`config.mk`:
```
export PLATFORM = sky130hd
export DESIGN_NAME = fb_mem_arbiter
export DESIGN_NICKNAME = d
export VERILOG_FILES = /design/src/rtl/fb_arb_pkg.sv /design/src/rtl/fb_rd_return_pipe.sv /design/src/rtl/fb_mem_arbiter.sv
export SDC_FILE = /design/constraint.sdc
export NUM_CORES = 1
export LEC_CHECK = 0
export CORE_MARGIN = 4
export CORE_UTILIZATION = 40
export CTS_CLUSTER_DIAMETER = 40
export DETAILED_ROUTE_END_ITERATION = 16
export PLACE_DENSITY = 0.77
export REMOVE_ABC_BUFFERS = 1
export SYNTH_ARGS = -nofsm -noshare
export SYNTH_HDL_FRONTEND = slang
export SYNTH_HIERARCHICAL = 1
export SYNTH_SLANG_ARGS = --single-unit
```
`constraint.sdc`:
```
create_clock -name clk_sys_i -period 1.7 [get_ports clk_sys_i]
set_input_delay 0.255 -clock clk_sys_i [delete_from_list [all_inputs] [get_ports clk_sys_i]]
set_output_delay 0.255 -clock clk_sys_i [all_outputs]
set_load 0.01 [all_outputs]
```
`src/rtl/fb_arb_pkg.sv`:
```
// Shared types for the framebuffer memory arbiter: port ids, FSM states and
// the read-return tag carried alongside each outstanding RAM read.
package fb_arb_pkg;

    typedef enum logic [1:0] {
        PORT_DISP = 2'd0,
        PORT_CPU  = 2'd1,
        PORT_BLT  = 2'd2
    } port_e;

    typedef enum logic {
        ST_IDLE  = 1'b0,
        ST_BURST = 1'b1
    } arb_state_e;

    typedef struct packed {
        logic  valid;
        port_e port;
    } rd_tag_t;

endpackage

```
`src/rtl/fb_rd_return_pipe.sv`:
```
// Delays the read tag by the RAM latency, then registers the RAM read data
// and steers it to the port that issued the read. Ports not addressed hold
// their last rdata value.
module fb_rd_return_pipe
    import fb_arb_pkg::*;
#(
    parameter int g_data_width  = 16,
    parameter int g_mem_latency = 1
) (
    input  logic                    clk_sys_i,
    input  logic                    rst_i,
    input  rd_tag_t                 tag_i,
    input  logic [g_data_width-1:0] mem_rdata_i,
    output logic [g_data_width-1:0] disp_rdata_o,
    output logic                    disp_rvalid_o,
    output logic [g_data_width-1:0] cpu_rdata_o,
    output logic                    cpu_rvalid_o,
    output logic [g_data_width-1:0] blt_rdata_o,
    output logic                    blt_rvalid_o
);

    rd_tag_t                 r_tag [g_mem_latency];
    rd_tag_t                 w_tag_out;
    logic [g_data_width-1:0] r_disp_rdata;
    logic [g_data_width-1:0] r_cpu_rdata;
    logic [g_data_width-1:0] r_blt_rdata;
    logic                    r_disp_rvalid;
    logic                    r_cpu_rvalid;
    logic                    r_blt_rvalid;

    // The last stage lines up with the cycle in which mem_rdata_i is valid.
    assign w_tag_out = r_tag[g_mem_latency-1];

    // Tag delay line; reset flushes it so in-flight reads are forgotten.
    always_ff @(posedge clk_sys_i) begin
        if (rst_i) begin
            for (int i = 0; i < g_mem_latency; i++) begin
                r_tag[i] <= '0;
            end
        end else begin
            r_tag[0] <= tag_i;
            for (int i = 1; i < g_mem_latency; i++) begin
                r_tag[i] <= r_tag[i-1];
            end
        end
    end

    // Register read data into the owning port and pulse its rvalid.
    always_ff @(posedge clk_sys_i) begin
        if (rst_i) begin
            r_disp_rdata  <= '0;
            r_cpu_rdata   <= '0;
            r_blt_rdata   <= '0;
            r_disp_rvalid <= 1'b0;
            r_cpu_rvalid  <= 1'b0;
            r_blt_rvalid  <= 1'b0;
        end else begin
            r_disp_rvalid <= 1'b0;
            r_cpu_rvalid  <= 1'b0;
            r_blt_rvalid  <= 1'b0;
            if (w_tag_out.valid) begin
                case (w_tag_out.port)
                    PORT_DISP: begin
                        r_disp_rdata  <= mem_rdata_i;
                        r_disp_rvalid <= 1'b1;
                    end
                    PORT_CPU: begin
                        r_cpu_rdata  <= mem_rdata_i;
                        r_cpu_rvalid <= 1'b1;
                    end
                    PORT_BLT: begin
                        r_blt_rdata  <= mem_rdata_i;
                        r_blt_rvalid <= 1'b1;
                    end
                    default: ;
                endcase
            end
        end
    end

    assign disp_rdata_o  = r_disp_rdata;
    assign disp_rvalid_o = r_disp_rvalid;
    assign cpu_rdata_o   = r_cpu_rdata;
    assign cpu_rvalid_o  = r_cpu_rvalid;
    assign blt_rdata_o   = r_blt_rdata;
    assign blt_rvalid_o  = r_blt_rvalid;

endmodule

```
`src/rtl/fb_mem_arbiter.sv`:
```
// Framebuffer RAM arbiter: display burst reads have hard priority, CPU and
// blitter single accesses share the rest round-robin, with a starvation
// override that forces a single-port grant after too many display bursts.
//
// Handshake: a requester raises req with stable qualifiers and holds them
// until its ack_o pulses; ack_o is high in the same cycle the access is on
// the RAM port. A port whose ack_o is high is ignored by that cycle's
// arbitration, so a req still held during its ack is not granted twice.
module fb_mem_arbiter
    import fb_arb_pkg::*;
#(
    parameter int g_addr_width   = 17,
    parameter int g_data_width   = 16,
    parameter int g_mem_latency  = 1,
    parameter int g_max_burst    = 16,
    parameter int g_starve_limit = 8
) (
    input  logic                          clk_sys_i,
    input  logic                          rst_i,
    input  logic                          disp_req_i,
    input  logic [g_addr_width-1:0]       disp_addr_i,
    input  logic [$clog2(g_max_burst):0]  disp_len_i,
    output logic                          disp_ack_o,
    output logic [g_data_width-1:0]       disp_rdata_o,
    output logic                          disp_rvalid_o,
    input  logic                          cpu_req_i,
    input  logic                          cpu_we_i,
    input  logic [g_addr_width-1:0]       cpu_addr_i,
    input  logic [g_data_width-1:0]       cpu_wdata_i,
    output logic                          cpu_ack_o,
    output logic [g_data_width-1:0]       cpu_rdata_o,
    output logic                          cpu_rvalid_o,
    input  logic                          blt_req_i,
    input  logic                          blt_we_i,
    input  logic [g_addr_width-1:0]       blt_addr_i,
    input  logic [g_data_width-1:0]       blt_wdata_i,
    output logic                          blt_ack_o,
    output logic [g_data_width-1:0]       blt_rdata_o,
    output logic                          blt_rvalid_o,
    output logic                          mem_en_o,
    output logic                          mem_we_o,
    output logic [g_addr_width-1:0]       mem_addr_o,
    output logic [g_data_width-1:0]       mem_wdata_o,
    input  logic [g_data_width-1:0]       mem_rdata_i,
    output logic                          stat_starve_o,
    output arb_state_e                    dbg_state_o
);

    localparam int LEN_W = $clog2(g_max_burst) + 1;
    localparam int CNT_W = $clog2(g_starve_limit + 1);

    arb_state_e              r_state;
    arb_state_e              w_state_next;
    logic [LEN_W-1:0]        r_beats_left;
    logic [CNT_W-1:0]        r_starve_cnt;
    logic                    r_rr_blt;
    logic                    r_mem_en;
    logic                    r_mem_we;
    logic [g_addr_width-1:0] r_mem_addr;
    logic [g_data_width-1:0] r_mem_wdata;
    port_e                   r_mem_port;
    logic                    r_disp_ack;
    logic                    r_cpu_ack;
    logic                    r_blt_ack;
    logic                    r_stat_starve;

    logic                    w_disp_elig;
    logic                    w_cpu_elig;
    logic                    w_blt_elig;
    logic                    w_single_elig;
    logic                    w_pick_blt;
    logic [LEN_W-1:0]        w_len_eff;
    logic                    w_starve_hit;
    logic                    w_grant_disp;
    logic                    w_grant_cpu;
    logic                    w_grant_blt;
    rd_tag_t                 w_rd_tag;

    assign w_disp_elig   = disp_req_i & ~r_disp_ack;
    assign w_cpu_elig    = cpu_req_i & ~r_cpu_ack;
    assign w_blt_elig    = blt_req_i & ~r_blt_ack;
    assign w_single_elig = w_cpu_elig | w_blt_elig;
    assign w_pick_blt    = w_blt_elig & (~w_cpu_elig | r_rr_blt);

    // Zero-length bursts become one beat; oversize bursts are clamped.
    assign w_len_eff = (disp_len_i == '0) ? LEN_W'(1) :
                       (disp_len_i > LEN_W'(g_max_burst)) ? LEN_W'(g_max_burst) :
                       disp_len_i;

    // State register.
    always_ff @(posedge clk_sys_i) begin
        if (rst_i) begin
            r_state <= ST_IDLE;
        end else begin
            r_state <= w_state_next;
        end
    end

    // Arbitration and next state; IDLE also covers the cycle showing the last
    // burst beat, so back-to-back grants need no bubble.
    always_comb begin
        w_state_next = r_state;
        w_grant_disp = 1'b0;
        w_grant_cpu  = 1'b0;
        w_grant_blt  = 1'b0;
        w_starve_hit = 1'b0;
        case (r_state)
            ST_IDLE: begin
                w_starve_hit = w_single_elig && (r_starve_cnt == CNT_W'(g_starve_limit));
                if (w_disp_elig && !w_starve_hit) begin
                    w_grant_disp = 1'b1;
                    if (w_len_eff > LEN_W'(1)) begin
                        w_state_next = ST_BURST;
                    end
                end else if (w_single_elig) begin
                    w_grant_blt = w_pick_blt;
                    w_grant_cpu = ~w_pick_blt;
                end
            end
            ST_BURST: begin
                if (r_beats_left == LEN_W'(1)) begin
                    w_state_next = ST_IDLE;
                end
            end
            default: w_state_next = ST_IDLE;
        endcase
    end

    // Registered RAM port, acks and burst beat counter.
    always_ff @(posedge clk_sys_i) begin
        if (rst_i) begin
            r_mem_en      <= 1'b0;
            r_mem_we      <= 1'b0;
            r_mem_addr    <= '0;
            r_mem_wdata   <= '0;
            r_mem_port    <= PORT_DISP;
            r_beats_left  <= '0;
            r_disp_ack    <= 1'b0;
            r_cpu_ack     <= 1'b0;
            r_blt_ack     <= 1'b0;
            r_stat_starve <= 1'b0;
        end else begin
            r_disp_ack    <= w_grant_disp;
            r_cpu_ack     <= w_grant_cpu;
            r_blt_ack     <= w_grant_blt;
            r_stat_starve <= w_starve_hit;
            if (r_state == ST_BURST) begin
                r_mem_en     <= 1'b1;
                r_mem_we     <= 1'b0;
                r_mem_addr   <= r_mem_addr + 1'b1;
                r_mem_port   <= PORT_DISP;
                r_beats_left <= r_beats_left - 1'b1;
            end else if (w_grant_disp) begin
                r_mem_en     <= 1'b1;
                r_mem_we     <= 1'b0;
                r_mem_addr   <= disp_addr_i;
                r_mem_port   <= PORT_DISP;
                r_beats_left <= w_len_eff - 1'b1;
            end else if (w_grant_cpu) begin
                r_mem_en    <= 1'b1;
                r_mem_we    <= cpu_we_i;
                r_mem_addr  <= cpu_addr_i;
                r_mem_wdata <= cpu_wdata_i;
                r_mem_port  <= PORT_CPU;
            end else if (w_grant_blt) begin
                r_mem_en    <= 1'b1;
                r_mem_we    <= blt_we_i;
                r_mem_addr  <= blt_addr_i;
                r_mem_wdata <= blt_wdata_i;
                r_mem_port  <= PORT_BLT;
            end else begin
                r_mem_en <= 1'b0;
                r_mem_we <= 1'b0;
            end
        end
    end

    // Starvation counter and round-robin pointer (0 favours CPU).
    always_ff @(posedge clk_sys_i) begin
        if (rst_i) begin
            r_starve_cnt <= '0;
            r_rr_blt     <= 1'b0;
        end else if (w_grant_cpu || w_grant_blt) begin
            r_starve_cnt <= '0;
            r_rr_blt     <= ~r_rr_blt;
        end else if (w_grant_disp && w_single_elig &&
                     (r_starve_cnt != CNT_W'(g_starve_limit))) begin
            r_starve_cnt <= r_starve_cnt + 1'b1;
        end
    end

    assign w_rd_tag.valid = r_mem_en & ~r_mem_we;
    assign w_rd_tag.port  = r_mem_port;

    fb_rd_return_pipe #(
        .g_data_width  (g_data_width),
        .g_mem_latency (g_mem_latency)
    ) u_rd_return (
        .clk_sys_i     (clk_sys_i),
        .rst_i         (rst_i),
        .tag_i         (w_rd_tag),
        .mem_rdata_i   (mem_rdata_i),
        .disp_rdata_o  (disp_rdata_o),
        .disp_rvalid_o (disp_rvalid_o),
        .cpu_rdata_o   (cpu_rdata_o),
        .cpu_rvalid_o  (cpu_rvalid_o),
        .blt_rdata_o   (blt_rdata_o),
        .blt_rvalid_o  (blt_rvalid_o)
    );

    assign disp_ack_o    = r_disp_ack;
    assign cpu_ack_o     = r_cpu_ack;
    assign blt_ack_o     = r_blt_ack;
    assign mem_en_o      = r_mem_en;
    assign mem_we_o      = r_mem_we;
    assign mem_addr_o    = r_mem_addr;
    assign mem_wdata_o   = r_mem_wdata;
    assign stat_starve_o = r_stat_starve;
    assign dbg_state_o   = r_state;

endmodule

```
==> results of run 1 <==
[cell usage after synthesis, drive strengths merged, types with 8 or more instances]
master | number | share of area [%]
nor2 | 44 | 3.1
o21ai | 16 | 1.7
a21oi | 17 | 1.7
a31oi | 10 | 1.2
nand2 | 66 | 4.7
buf | 19 | 2.6
nand2b | 70 | 8.3
clkbuf | 16 | 1.1
mux2 | 8 | 1.8
inv | 8 | 0.57
nand3 | 8 | 0.75
a311oi | 18 | 4.0
dfxtp | 106 | 40
mux2i | 58 | 11
nor3 | 17 | 1.6
[sequential cells by signal, summed over array words and instances (netlist names)]
register and flops:
r_rr_blt 1, u_rd_return/disp_rvalid_o 1, mem_en_o 1, mem_wdata_o 16, mem_addr_o 17, u_rd_return/disp_rdata_o 16, u_rd_return/r_tag 3, disp_ack_o 1
dbg_state_o 1, cpu_ack_o 1, blt_ack_o 1, u_rd_return/blt_rdata_o 16, r_mem_port 2, r_starve_cnt 4, r_beats_left 5, u_rd_return/cpu_rdata_o 16
u_rd_return/cpu_rvalid_o 1, mem_we_o 1, stat_starve_o 1, u_rd_return/blt_rvalid_o 1
[report_power, final]
part	leakage, nW	internal, mW	switching (mW)
Sequential	0.869	2.64	0.127
Clock	0.146	1.05	1.06
Combinational	2.64	1.06	0.846
Total	3.66	4.75	2.03
[what timing repair did]
item,4_1_cts,5_1_grt
endpoints found under the setup margin,41,46
resized for setup,34,64
cloned,3,2
hold buffers,0,0
pin swaps,10,29
buffers inserted,14,10
[final timing paths]
path                                 end  cells after the start
min reg2reg   r_mem_port[0]$_SDFFE_PP0P_                      2
min          mem_addr_o[10]$_SDFFE_PP0P_                      3
max           mem_addr_o[9]$_SDFFE_PP0P_                      9
max reg2reg   mem_addr_o[9]$_SDFFE_PP0P_                      9
[per-layer routing]
metal | vias up | GRT usage (%) | wire length, um
met3 | 43 | 4.57 | 1500
met1 | 2620 | 28.2 | 7610
li1 | 2637 | - | -
met5 | - | 0 | 0
met2 | 284 | 39.4 | 9000
met4 | 0 | 8.30 | 457
[cells by family (layout without fill, tap and decap cells)]
kind of cell             after synthesis  after routing  share of synthesized area (%)
AO/OA/AOI/OAI                        103            103                           15.5
multiplexers                          66             66                           12.7
XOR/XNOR                               3              3                          0.495
adder cells (fa/ha/maj)                7              7                           1.65
buffers and inverters                 43            326                           4.27
AND/OR/NAND/NOR                      251            251                           25.4
flip-flops                           106            106                           40.0
[worst max-delay path: stages, from the launching register on]
cell      delay, ps
dfxtp_2         340
inv_2            50
ha_4            150
nand3b_1        140
buf_4           150
a21oi_4          40
buf_6           150
or3_1           370
a32o_1          260
o211a_1         110
[cell usage in the layout (no fill, tap or decap), types with 4 or more instances in the layout]
cell	count
mux2_2	6
buf_12	6
inv_1	5
a211oi_1	4
nor2b_1	7
clkbuf_16	11
nand2_2	15
nor2_1	42
buf_4	73
buf_6	15
nand2b_1	69
ha_1	6
nand3_1	7
nand2_1	43
nand2_4	8
clkdlybuf4s50_1	196
a311oi_1	4
o22ai_1	5
o31a_1	4
o21ai_0	11
a21oi_1	15
a311oi_2	14
a31oi_1	9
dfxtp_2	8
nand3b_1	6
dfxtp_1	98
nor3_1	13
mux2i_1	58
and3_1	5
[per-stage QoR]
stage,area [um^2],utilization [%],setup WS [ps]
final,8860,69.1,-161
after detailed placement,7950,62.0,-466
after global placement,7950,62.0,-433
after floorplan,5110,-,-1090
after global routing,8860,69.1,-252
after CTS,8540,66.6,-118
[area by class of cell]
cell class	instances	area (um^2)	area share (%)
repair buffers	302	3000	33.8
flip-flops and latches	106	2130	24.1
inverters	8	30.0	0.339
clock buffers	9	225	2.54
multi-input cells	430	3180	35.9
clock inverters	7	80.1	0.903
well taps	172	215	2.43
==> results.cfg, run 1 <==
[cells_and_area]
num_antenna_cells = 0
layout.nets = 975
n_fill_cell = 965
drive_above_1_share_pct = 23.2
finalNonFillerCells = 1034
area_delta_synth_final_pct = 67.1

[cts]
cts_root_buf = clkbuf_16
cts_sinks = 106
cts_made_buffers = 9
cts_tree = built
cts.path.max_buffers = 2
clock_latency_ps = 350
htree_levels = 3
clkTransAtPathRegs_ps = 90

[worst_setup_path]
required_ps = 1950
cp-start-kind = register
reg2reg_from = r_starve_cnt[0]$_SDFFE_PP0P_
startpoint = r_starve_cnt[0]$_SDFFE_PP0P_
critPathKind = reg -> reg
cp-end-kind = register
path_max_fanout = 6
r2r_slack_ps = -160
arrival_ps = 2110

[drt]
drtPass1Iterations = 5
vias_per_cell = 5.40
ant_nets = 0
vias = 5584
wl_per_cell_um = 18.0
routed_wl_mm = 18.6
drc_errors = 0
drt_iter0_drc = 468

[job]
max_cap_violations = 0

[sta]
setup_viol_count_final = 29
fin_tns_setup_ps = -2360
rsz0062_at_grt = true
hold_violations = 0
max_slew.worst_pin.slew_ps = 577
finalCriticalPeriod_ps = 1860
postLayoutSetupSlackWorst_ps = -161
hold_ws_ps = 413
slew_headroom_pct = 61.6
drv_slew = 0
clock_skew_ps = 14.5
post-route-period-util_pct = 109
fmax_ghz = 0.537

[yosys]
ys_seq_area_share_pct = 40.0
synth_edf_count = 0
netlist_instances = 579
synthArstFlopShare_pct = 0
syn_avg_cell_area_um2 = 9.16
ys_ff_latch = 106
yosysUniqueCellTypes = 66
yosysWarnings = 6
syn-cell-area_um2 = 5300
ys.flop_type = dfxtp_1

[die]
rows = 41
core_area_um2 = 12800
fp.dieH_um = 123
ios = 202
die_area_um2 = 15200
die-width_um = 123
start_util_pct = 41.4

[place]
dpl.hpwl_mm = 13.2
gp_congestion = 0.950
portBuffers = 201
placedCellCount = 992

[outcome]
status = finished with violations
violations = negative setup slack

[power]
power_density_nw_per_um2 = 765
power.leakage_nw = 3.66
ir_drop_mv = 0.601
finalPower_mw = 6.78

[global_routing]
grt_usage_pct = 22.9
grt_max_degree = 72
overflow = 0
grt_pass1_wl_mm = 27.7
antenna_found_initial = 0
grt_pass1_vias = 5715

[min_path]
hp-start = rst_i
min_path_type = in -> reg
(Power assumes the default switching activity.)
==> inputs of run 2 (changes only) <==
- CORE_UTILIZATION: 40 -> 45
- PLACE_DENSITY: 0.77 -> 0.82
- SETUP_SLACK_MARGIN: not set -> 0.05
- clock period: 1.7 -> 2.35 ns (I/O delays scaled with it)
==> run 2 against run 1 <==
The run now ends clean. Die area decreased by 10%. Combinational power decreased by 43%. Sequential cell count did not move. Sequential share of layout area rose by 3.0 points. Final area down 11%. Setup slack gained 340 ps. Largest cell class unchanged. Critical path depth is 7 lower. Wire length down 10%. Largest power group unchanged.
==> results.cfg, run 2 (synthesized netlist as in run 1, its figures left out) <==
[cts]
cts.path.max_buffers = 2
cts_tree = built
cts.hold.buffers_added = 0
clock_latency_ps = 340
cts_made_buffers = 9
clkTransAtPathRegs_ps = 70
cts_sinks = 106
cts_resized = 0
htree_levels = 3
post-cts-setup-buffer-count = 0
cts_root_buf = clkbuf_16

[worst_setup_path]
cp-end-kind = output port
required_ps = 2000
cp-start-kind = register
cpPeakStageDelay_ps = 590
arrival_ps = 1820
path_max_fanout = 18
critPathKind = reg -> out
cp_slowest_cell = clkdlybuf4s50_1
worstPathCellList = buf_4 -> clkdlybuf4s50_1

[power]
ir_drop_mv = 0.308
p_clk_share_pct = 34.9
power.leakage_nw = 3.11
finalPower_mw = 4.78
p_sw_mw = 1.32
power_density_nw_per_um2 = 608
p_comb_share_pct = 22.7
power_switching_share_pct = 27.7
p_seq_share_pct = 42.4
p_int_mw = 3.45

[place]
dpl.hpwl_mm = 12.5
pre_cts_slack_ps = -22.4
gp_congestion = 0.959
portBuffers = 201

[cells_and_area]
largest_reg_flops = 17
final_common_cell = clkdlybuf4s50_1
post-route-util_pct = 68.5
n_fill_cell = 929
layout.nets = 896
drive_above_1_share_pct = 8.94
final_cell_mix = clkdlybuf4s50_1, dfxtp_1, nand2b_1
area_delta_synth_final_pct = 48.0

[outcome]
status = finished clean

[die]
die_area_um2 = 13600
core_area_um2 = 11500
rows = 39
ios = 202
start_util_pct = 46.3
die-width_um = 117
fp.dieH_um = 117

[drt]
vias = 5210
drc_errors = 0
drtPass1Iterations = 5
drt_iter0_drc = 412
ant_nets = 0
routed_wl_mm = 16.7
vias_per_cell = 5.61
wl_per_cell_um = 18.0

[sta]
setup_viol_count_final = 0
finalCriticalPeriod_ps = 2180
hold_violations = 0
hold_ws_ps = 421
drv_slew = 0
clock_skew_ps = 5.45
slew_headroom_pct = 49.8
fin_tns_setup_ps = 0
fmax_ghz = 0.460
post-route-period-util_pct = 92.6
rsz0062_at_grt = false
max_slew.worst_pin.slew_ps = 750
postLayoutSetupSlackWorst_ps = 174

[global_routing]
grt_pass1_vias = 5120
grt_pass1_wl_mm = 25.8
antenna_found_initial = 1
grt_max_degree = 66
overflow = 0
grt_usage_pct = 23.9

[job]
max_cap_violations = 0

[min_path]
min_path_type = in -> reg
-- run 2: critical path, delay by kind of cell (launching register included) --
| family | cells | cell delay [ps] |
|---|---|---|
| buffers and inverters | 2 | 920 |
| DFF | 1 | 550 |
-- run 2: power by group through the flow --
stage               Combinational, mW  Sequential (mW)  Clock [mW]
global placement                 1.05             2.06           0
detailed placement               1.07             2.06           0
global route                     1.17             2.04        1.77
floorplan                       0.440             2.09           0
CTS                              1.08             2.02        1.69
finish                           1.08             2.02        1.67
-- run 2: final cells by class --
class	instances	area, um^2	share of cell area [%]
Antenna cell	2	5.00	0.0638
Multi-Input combinational cell	430	2960	37.7
Inverter	8	30.0	0.383
Sequential cell	106	2120	27.0
Timing Repair Buffer	223	2220	28.3
Clock inverter	7	106	1.35
Tap cell	143	179	2.28
Clock buffer	9	225	2.87
-- run 2: layer usage --
| layer | vias to the layer above | track usage, % | wire, um |
|---|---|---|---|
| met4 | 0 | 10.2 | 459 |
| li1 | 2467 | - | - |
| met1 | 2443 | 30.0 | 6740 |
| met2 | 265 | 40.1 | 7950 |
| met3 | 35 | 4.66 | 1540 |
| met5 | - | 0 | 0 |
-- run 2: final timing paths --
path | from | end | cells after the start | slack (ps)
setup / recovery | dbg_state_o$_SDFF_PP0_ | dbg_state_o | 2 | 170
hold / removal | rst_i | mem_addr_o[9]$_SDFFE_PP0P_ | 3 | 420
setup reg to reg | r_starve_cnt[0]$_SDFFE_PP0P_ | mem_addr_o[4]$_SDFFE_PP0P_ | 8 | 220
hold reg to reg | r_mem_port[1]$_SDFFE_PP0P_ | r_mem_port[1]$_SDFFE_PP0P_ | 2 | 450
-- run 2: per-stage QoR --
step / instances / instance area (um^2)
6_report: 928 / 7850
2_1_floorplan: 544 / 5110
3_3_place_gp: 910 / 7510
4_1_cts: 926 / 7850
5_1_grt: 927 / 7850
3_5_place_dp: 910 / 7510
